<file path="config.mk">
export PLATFORM = sky130hd
export DESIGN_NAME = mult_seq
export DESIGN_NICKNAME = d
export VERILOG_FILES = /design/src/rtl/mult_seq.sv
export SDC_FILE = /design/constraint.sdc
export NUM_CORES = 1
export LEC_CHECK = 0
export CAP_MARGIN = 40
export CORE_MARGIN = 2
export CORE_UTILIZATION = 55
export CTS_CLUSTER_DIAMETER = 120
export DETAILED_ROUTE_END_ITERATION = 8
export GPL_TIMING_DRIVEN = 0
export MAX_ROUTING_LAYER = met4
export PLACE_DENSITY = 0.77
export SYNTH_ARGS = -nofsm -noshare
export SYNTH_HDL_FRONTEND = slang
export SYNTH_SLANG_ARGS = --single-unit
</file>
<file path="constraint.sdc">
create_clock -name clk -period 6.5 [get_ports clk]
set_clock_uncertainty 0.05 [all_clocks]
set_input_delay 1.625 -clock clk [delete_from_list [all_inputs] [get_ports clk]]
set_output_delay 1.625 -clock clk [all_outputs]
set_load 0.02 [all_outputs]
</file>
<file path="src/rtl/mult_seq.sv">
// mult_seq: parametrised sequential shift-add multiplier with signed mode and optional early exit
module mult_seq #(
    parameter int WIDTH      = 32,
    parameter bit EARLY_EXIT = 1'b0
) (
    input  logic                 clk,
    input  logic                 rst,
    input  logic [WIDTH-1:0]     data_multiplicand,
    input  logic [WIDTH-1:0]     data_multiplier,
    input  logic                 ctrl_signed,
    input  logic                 ctrl_enable,
    output logic                 ctrl_busy,
    output logic                 ctrl_done,
    output logic [2*WIDTH-1:0]   data_result
);
    localparam int CW = $clog2(WIDTH);
    typedef enum logic [1:0] {IDLE, RUN, FIX, DONE} state_t;
    state_t state, state_nxt;
    logic [WIDTH-1:0] mcand, mplier, mag_a, mag_b, mplier_sh;
    logic [2*WIDTH-1:0] acc;
    logic [CW-1:0] cnt;
    logic neg, last;
    always_comb begin
        mag_a = (ctrl_signed && data_multiplicand[WIDTH-1]) ? -data_multiplicand : data_multiplicand;
        mag_b = (ctrl_signed && data_multiplier[WIDTH-1]) ? -data_multiplier : data_multiplier;
        mplier_sh = mplier >> 1;
        last = (cnt == CW'(WIDTH-1)) || (EARLY_EXIT && mplier_sh == '0);
        state_nxt = state;
        unique case (state)
            IDLE: state_nxt = ctrl_enable ? RUN : IDLE;
            RUN:  state_nxt = last ? FIX : RUN;
            FIX:  state_nxt = DONE;
            DONE: state_nxt = ctrl_enable ? DONE : IDLE;
        endcase
    end
    always_ff @(posedge clk) begin
        if (rst) begin
            state       <= IDLE;
            mcand       <= '0;
            mplier      <= '0;
            acc         <= '0;
            cnt         <= '0;
            neg         <= 1'b0;
            data_result <= '0;
        end else begin
            state <= state_nxt;
            unique case (state)
                IDLE: if (ctrl_enable) begin
                    mcand  <= mag_a;
                    mplier <= mag_b;
                    neg    <= ctrl_signed & (data_multiplicand[WIDTH-1] ^ data_multiplier[WIDTH-1]);
                    acc    <= '0;
                    cnt    <= '0;
                end
                RUN: begin
                    if (mplier[0]) acc <= acc + ({{WIDTH{1'b0}}, mcand} << cnt);
                    mplier <= mplier_sh;
                    cnt    <= cnt + 1'b1;
                end
                FIX:  data_result <= neg ? -acc : acc;
                DONE: ;
            endcase
        end
    end
    assign ctrl_busy = (state == RUN) || (state == FIX);
    assign ctrl_done = (state == DONE);
endmodule

</file>
==> After elaboration in Yosys (flattened, before gate mapping) <==
Cells that the tools add are included.
{ "totals": {"out_inout_bits": 66, "register_bits": 200, "wordCells": 43} }
{ "op_classes": {"n_mux": 14, "eq_ne": 6, "shift": 1, "reduce_logical": 8, "bitwise_logic": 2, "addsub": 5} }
{ "op_table": {"columns": ["cell", "n"], "rows": [
  ["$mux 64", 3],
  ["$pmux 64 s2", 1],
  ["$mux 32", 3],
  ["$add 64x64->64", 1],
  ["$neg 32->32", 2],
  ["$neg 64->64", 1],
  ["$pmux 32 s2", 1],
  ["$shl 32x5->64", 1],
  ["$pmux 5 s2", 1],
  ["$pmux 2 s4", 1],
  ["$add 5x1->5 const B", 1],
  ["$eq 5x5->1 const B", 1],
  ["$mux 5", 1],
  ["$eq 2x2->1 const B", 2],
  ["$mux 2", 2],
  ["$ne 2x2->1 const B", 2],
  ["$reduce_and 2->1", 2],
  ["$reduce_and 3->1", 1],
  ["$eq 2x1->1 const B", 1],
  ["$logic_and 1x1->1", 2],
  ["$logic_not 2->1", 1],
  ["$reduce_bool 2->1", 1],
  ["$and 1x1->1", 1],
  ["$logic_or 1x1->1", 1],
  ["2 further kinds", 2]
]} }

==> Logic depth before layout (Yosys ltp) <==
Gate-level depths: netlist (run 1).
{ "logic_depth": {"depth_word": 4, "depth_mapped": 21, "mapped_depth_nobuf": 19} }

==> Least setup slack after synthesis (run 1) <==
No wires, ideal clock.
{ "synth_path": {"kind": "reg2reg", "start": "reg cnt[0]", "end": "reg acc[39]", "setup_ps": 117, "path_buffers": 3, "path_stages_with_launch": 19, "arrival_ps": 4682, "setup_slack_ps": 1651, "required_ps": 6333, "path_cell_list": "dfxtp_1 clkbuf_1 buf_1 mux4_2 mux2i_1 nor2_1 a31oi_1 mux2i_1 ha_1 clkbuf_1 and3_1 nand2_1 or4_1 a31o_2 and3_1 o31ai_1 a21oi_1 xnor2_1 a22o_1"} }
{ "synth_between": {"elab_chain_cells": 4} }
{ "synth_lines": {"columns": ["item", "line", "rtl"], "rows": [
  ["start: declaration", "21", "logic [CW-1:0] cnt;"],
  ["start signal: assignment", "58", "cnt <= cnt + 1'b1;"],
  ["$shl 32x5->64", "56", "if (mplier[0]) acc <= acc + ({{WIDTH{1'b0}}, mcand} << cnt);"],
  ["$add 64x64->64", "56", null],
  ["$mux 64", "56", null],
  ["$pmux 64 s2", "47", "unique case (state)"],
  ["end signal: assignment", "56", null],
  ["end: declaration", "20", "logic [2*WIDTH-1:0] acc;"]
]} }
Every way passes these cells. The select of a mux whose other input is x is not followed.
A chain may end at the register's enable or synchronous reset.

==> Worst setup path in the final report (run 1) <==
{ "layout_path": {"start": "reg cnt[1]", "end": "reg acc[61]"} }
Same word-level chain as after synthesis.

==> results of run 1 <==
[Yosys cell counts (all sizes together) (17+ instances only)]
master / n / area, sq um
o31ai: 31 / 233
mux2i: 61 / 611
dfxtp: 200 / 4000
a31oi: 17 / 106
a21oi: 131 / 656
a211oi: 82 / 616
a22o: 34 / 298
nor3: 28 / 140
a21o: 42 / 315
xnor2: 68 / 596
nand4: 20 / 140
o41ai: 20 / 190
mux2: 26 / 293
o22ai: 19 / 119
inv: 35 / 131
nor2: 219 / 830
xor2: 108 / 946
mux4: 22 / 495
nand2: 211 / 795
nand3: 23 / 115
or3: 29 / 191
o211ai: 17 / 128
a22oi: 28 / 210
ha: 72 / 901
o21ai: 98 / 490
clkbuf: 121 / 454
[logic make-up (layout without fill, tap and decap cells)]
kind of cell | Yosys count | count (layout) | synth area share (%)
xor+xnor | 176 | 176 | 10.1
fa+ha+maj | 73 | 73 | 6.01
compound gates | 579 | 579 | 25.2
simple gates | 635 | 635 | 19.4
mux | 109 | 109 | 9.14
other cells | 0 | 1 | 0
flops | 200 | 200 | 26.1
buf+inv | 166 | 341 | 4.07
[power by group through the flow]
stage / clock network [mW] / registers [mW] / logic (mW)
floorplan: 0 / 1.31 / 0.384
global placement: 0 / 1.32 / 0.575
detailed placement: 0 / 1.33 / 0.587
CTS: 1.10 / 1.30 / 0.589
global route: 1.14 / 1.30 / 0.648
finish: 1.09 / 1.30 / 0.601
[flip-flops by register name (all words and copies together), names as in the netlist]
signal and cells:
acc 64, cnt 5, data_result 64, mcand 32, mplier 32, neg 1
state 2
[worst min-delay path, cell delays in order (launching register included)]
cell and delay, ps:
dfxtp_1 310, nand2_1 50, a21oi_1 50
[final timing paths]
path | start | to | slack (ps) | cells past startpoint
max reg2reg | cnt[1] | acc[61] | 290 | 19
min | mplier[14] | mplier[14] | 410 | 2
min reg2reg | mplier[14] | mplier[14] | 410 | 2
max | cnt[1] | acc[61] | 290 | 19
[layer usage]
metal  vias up  track usage (%)
met5         -                -
li1       7413                -
met4         0             12.8
met3        99             6.36
met2       628             53.9
met1      7285             45.8
[area by class of cell]
cell class / instances / area (sq um) / share of cell area (%)
Antenna cell: 1 / 2.50 / 0.0141
Buffer: 131 / 493 / 2.77
Clock buffer: 17 / 425 / 2.39
Clock inverter: 15 / 153 / 0.857
Inverter: 35 / 131 / 0.738
Multi-Input combinational cell: 1572 / 10700 / 60.0
Sequential cell: 200 / 4000 / 22.5
Tap cell: 378 / 473 / 2.66
Timing Repair Buffer: 143 / 1440 / 8.09
[layout by cell type (no fill, tap or decap), types with 12 or more instances in the layout]
cell type / instances
o211ai_1: 17
clkbuf_16: 17
nand2b_1: 15
and2_1: 14
mux2i_1: 61
a31oi_1: 17
nor3_1: 28
or3_1: 24
mux2_2: 26
nand2_1: 210
o21bai_1: 15
clkdlybuf4s50_1: 133
o21ai_0: 95
clkbuf_1: 121
ha_1: 72
nand4_1: 19
a22o_1: 34
xor2_1: 108
o41ai_1: 18
a211oi_1: 82
dfxtp_1: 200
xnor2_1: 68
mux4_2: 22
and3_1: 12
nor2_1: 218
o22ai_1: 19
o31ai_1: 31
nand3_1: 23
inv_1: 35
nor4_1: 13
or4_1: 12
a22oi_1: 28
a21oi_1: 131
a21o_1: 42
==> impl_results.md, run 1 <==
- Worst slew margin: 37.0%
- Total track usage: 34.9%
- Starting DRC count in detailed routing: 1477
- Fin nets: 2241
- WL met2: 22.5 mm
- Combinational cell fraction of total power: 20.1%
- Post-synth cell types: 69
- CP max-delay cell: o41ai_1
- Main synth FF type: dfxtp_1
- WL met3: 3.79 mm
- Sink Count: 200
- Clock group share of total power: 36.4%
- Crit-path max cell delay: 560 ps
- Bufs on Longest Clock Path: 2
- Setup TNS Final: 0 ps
- H-tree depth: 4
- Initial antenna violation count: 1
- Pwr Density: 168 nW/um^2
- Post-DR wirelength/cell: 20.1 um
- Vias: 15400
- Worst path cell trace: clkbuf_1 -> clkbuf_1 -> clkbuf_1 -> mux4_2 -> mux2i_1 -> mux2_2 -> o22ai_1 -> ha_1 -> clkbuf_1 -> nand3_1 -> nor4_1 -> a22oi_1 -> a31oi_1 -> nor2_1 -> o211ai_1 -> a31oi_1 -> o41ai_1 -> xor2_1 -> a22o_1
- Post-CTS Hold Fix Bufs: 0
- EDFF count, synth: 0
- Register area share after synthesis: 26.1%
- Final period util: 95.6%
- Final worst slack: 289 ps
- Worst VDD drop: 0.000174 V
- Sw Ratio: 32.9%
- CP required: 6820 ps
- Post-route cell area: 17800 sq um
- Syn Nets: 2079
- Die H: 171 um
- Fill count: 2496
- CTS tree: yes
- Global-route wire length before repair: 76.9 mm
- DP HPWL: 39.8 mm
- Area of the mapped netlist: 15300 sq um
- Top Metal Used: met4
- Finished Layout Cells: 2492
- Gpl congestion: 0.976
- Final WL: 50.1 mm
- Synthesis Warnings: 0
- Final ANT Viol Nets: 0
- Max frequency: 0.161 GHz
- IO buf count: 133
- Final Slew Violations: 0
- Final Hold Viols: 0
- Final setup fails: 0
- Min Tclk post-route: 6210 ps
- Critical path buffers and inverters: 4
- Post-layout util: 64.5%
- Chip width: 171 um
- Starting Density: 55.4%
- Synth Instances: 1938
- Post-place setup slack: 316 ps
- Largest net degree at the start of global routing: 21
- Top Ports: 134
- # placed instances: 2459
- Crit start category: flip-flop
- DRT met1 WL: 22.1 mm
- Synthesis-to-finish area growth: 16.3%
- Setup CP Type: reg2reg
- Root Buffer: clkbuf_16
- Worst skew pair latency: 470 ps
- Placed inst area: 17200 sq um
- Worst min-delay path category: reg2reg
- Ys async rst share: 0%
- Internal: 2.01 mW
- Least-Margin Pin Slew: 936 ps
- Num rows: 61
- Worst EP arrival: 6530 ps
- Num CTS Buffers: 17
- Share of layout cells above drive strength 1: 6.01%
- Gr ovfl total: 0
- Status: finished, final reports clean
- Crit path top cell by count: clkbuf_1
- Post CTS Setup Buffer Count: 0
- Max cap viols: 0
- Placeable Area: 27600 sq um
- Reg power frac: 43.5%
- Die ar.: 29200 sq um
- P_leak: 6.84 nW
- Vias in the first global route: 13900
- Crit path max fanout: 10
- Sw Pwr: 0.984 mW
- Initial DRT Pass Iterations: 8
- # DRC: 0
- Crit-path leading delay family: compound AO/OA/AOI/OAI gates
- CP endpoint kind: flip-flop
- Post-cts gate resize count: 0
- Synth Register Bits: 200
- Vias per std cell: 6.19
- Worst-path clk slew: 90 ps
- Syn Area/Cell: 7.90 sq um
- Total power: 2.99 mW
- Hold_ws: 410 ps
- RSZ-0062 raised after global routing: no
(Power assumes the default switching activity.)
==> run 2: changes to the inputs <==
--- a/config.mk
+++ b/config.mk
@@ -13,6 +13,7 @@
 export GPL_TIMING_DRIVEN = 0
 export MAX_ROUTING_LAYER = met4
 export PLACE_DENSITY = 0.77
+export SLEW_MARGIN = 20
 export SYNTH_ARGS = -nofsm -noshare
 export SYNTH_HDL_FRONTEND = slang
 export SYNTH_SLANG_ARGS = --single-unit
==> run 2 against run 1 <==
Effect of this change:
- power rose by 0.34%
- hold slack got worse by 5.6 ps
- core utilization barely moved
- clock power barely moved
- fmax fell by 0.19%
- highest routed layer unchanged
==> impl_results.md, run 2 (synthesis results as in run 1) <==
- Sink Count: 200 (unchanged)
- Num CTS Buffers: 17 (unchanged)
- Commonest non-fill, non-tap cell in the layout: nor2_1 (unchanged)
- Crit start category: flip-flop (unchanged)
- Share of layout cells above drive strength 1: 6.15% (was 6.01%)
- Root Buffer: clkbuf_16 (unchanged)
- Vias: 15400 (about the same)
- Min Tclk post-route: 6220 ps (was 6210 ps)
- DP HPWL: 39.9 mm (was 39.8 mm)
- Max cap viols: 0 (unchanged)
- Worst slew margin: 38.1% (was 37.0%)
- Worst-path clk slew: 90 ps (about the same)
- CTS tree: yes (unchanged)
- CP max-delay cell: o41ai_1 (unchanged)
- Gpl congestion: 0.976 (unchanged)
- Fin nets: 2242 (was 2241)
- Worst EP arrival: 6540 ps (was 6530 ps)
- Global-route track usage on met3: 5.88% (was 6.36%)
- Total track usage: 35.2% (was 34.9%)
- Worst skew pair latency: 470 ps (about the same)
- Crit path max fanout: 10 (unchanged)
- H-tree depth: 4 (unchanged)
- Status: finished, final reports clean (unchanged)
- Post-DR wirelength/cell: 20.2 um (was 20.1 um)
- Initial DRT Pass Iterations: 6 (was 8)
- Most frequent cells in the layout: nor2_1 (218), nand2_1 (210), dfxtp_1 (200) (unchanged)
- Worst min-delay path category: reg2reg (unchanged)
- Post-route cell area: 17800 sq um (about the same)
- Final Hold Viols: 0 (unchanged)
- Final period util: 95.7% (was 95.6%)
- Placeable Area: 27600 sq um (unchanged)
- Met2 Use GR: 54.1% (was 53.9%)
- RSZ-0062 raised after global routing: no (unchanged)
- # placed instances: 2459 (unchanged)
- Chip width: 171 um (unchanged)
- Initial antenna violation count: 0 (was 1)
- Placed inst area: 17200 sq um (about the same)
- P_leak: 6.85 nW (was 6.84 nW)
- Num rows: 61 (unchanged)
- Setup TNS Final: 0 ps (unchanged)
- Top Ports: 134 (unchanged)
- Pwr Density: 168 nW/um^2 (about the same)
- Largest registers: acc x64, data_result x64 (unchanged)
- Vias per std cell: 6.19 (about the same)
- Vias in the first global route: 14200 (was 13900)
- Crit-path max cell delay: 620 ps (was 560 ps)
- Synthesis-to-finish area growth: 16.4% (was 16.3%)
- Gr ovfl total: 0 (unchanged)
- Die ar.: 29200 sq um (unchanged)
- CP required: 6820 ps (about the same)
- Crit path top cell by count: clkbuf_1 (unchanged)
- Final Slew Violations: 0 (unchanged)
- Worst VDD drop: 0.000172 V (was 0.000174 V)
- Met1 usage: 46.9% (was 45.8%)
- Post-CTS Hold Fix Bufs: 0 (unchanged)
- CP endpoint kind: flip-flop (unchanged)
- Worst path cell trace: clkbuf_1 -> clkbuf_1 -> clkbuf_1 -> mux4_2 -> mux2i_1 -> mux2_2 -> o22ai_1 -> ha_1 -> clkbuf_1 -> nand3_1 -> nor4_1 -> a22oi_1 -> a31oi_1 -> nor2_1 -> o211ai_1 -> a31oi_1 -> o41ai_1 -> xor2_1 -> a22o_1 (unchanged)
- Starting DRC count in detailed routing: 1352 (was 1477)
- Largest net degree at the start of global routing: 21 (unchanged)
- Bufs on Longest Clock Path: 2 (unchanged)
- Finished Layout Cells: 2493 (was 2492)
- Final ANT Viol Nets: 0 (unchanged)
- Max frequency: 0.161 GHz (about the same)
- IO buf count: 133 (unchanged)
- Total power: 3.00 mW (was 2.99 mW)
- Least-Margin Pin Slew: 928 ps (was 936 ps)
- Die H: 171 um (unchanged)
- Starting Density: 55.4% (unchanged)
- Setup CP Type: reg2reg (unchanged)
- GR peak layer: met2 (unchanged)
- # DRC: 0 (unchanged)
- Global-route wire length before repair: 77.9 mm (was 76.9 mm)
- Final setup fails: 0 (unchanged)
- Final WL: 50.3 mm (was 50.1 mm)
## run 2: critical path: cells and delay by family (launching register included)
kind | cells | cell delay [ps]
DFF | 1 | 340
AOI/OAI and AO/OA | 7 | 2030
and+or+nand+nor | 3 | 590
muxes | 3 | 970
xor gates and xnor gates | 1 | 140
adders and majority gates | 1 | 320
buffers and inverters | 4 | 1670
## run 2: cell type report
cell class / instances / area (sq um)
clock inverter: 15 / 151
tap: 378 / 473
timing repair buffer: 144 / 1450
buffer: 131 / 494
multi-input combinational: 1572 / 10700
antenna: 1 / 2.50
clock buffer: 17 / 425
sequential: 200 / 4000
fill: 2487 / 9810
inverter: 35 / 131
## run 2: repair_timing
action                                  in CTS  in global routing
endpoints found under the setup margin       0                  4
hold endpoints to repair                     0                  0
buffers inserted                             0                  0
resized for setup                            0                  3
## run 2: power by group
group	total [mW]	internal (mW)	switching, mW	leakage, nW
clock	1.10	0.515	0.582	0.279
combinational	0.603	0.231	0.372	4.95
sequential	1.30	1.26	0.0370	1.62
## run 2: routing by layer
| layer | vias up | routed length, um |
|---|---|---|
| met1 | 7266 | 22500 |
| met3 | 108 | 3670 |
| li1 | 7420 | - |
| met2 | 646 | 22300 |
| met5 | - | 0 |
| met4 | 0 | 1880 |
## run 2: worst paths after layout
path | from | cells after the start | slack, ps | end
hold / removal | mplier[9] | 2 | 400 | mplier[9]
setup reg to reg | cnt[1] | 19 | 280 | acc[61]
setup / recovery | cnt[1] | 19 | 280 | acc[61]
hold reg to reg | mplier[9] | 2 | 400 | mplier[9]
## run 2: metrics by stage
step           setup slack (ps)  hold slack [ps]  util (%)
2_1_floorplan              1650              382         -
3_3_place_gp                345              390      62.0
3_5_place_dp                300              396      62.3
4_1_cts                     273              407      64.4
5_1_grt                    27.4              428      64.5
6_report                    278              405      64.5
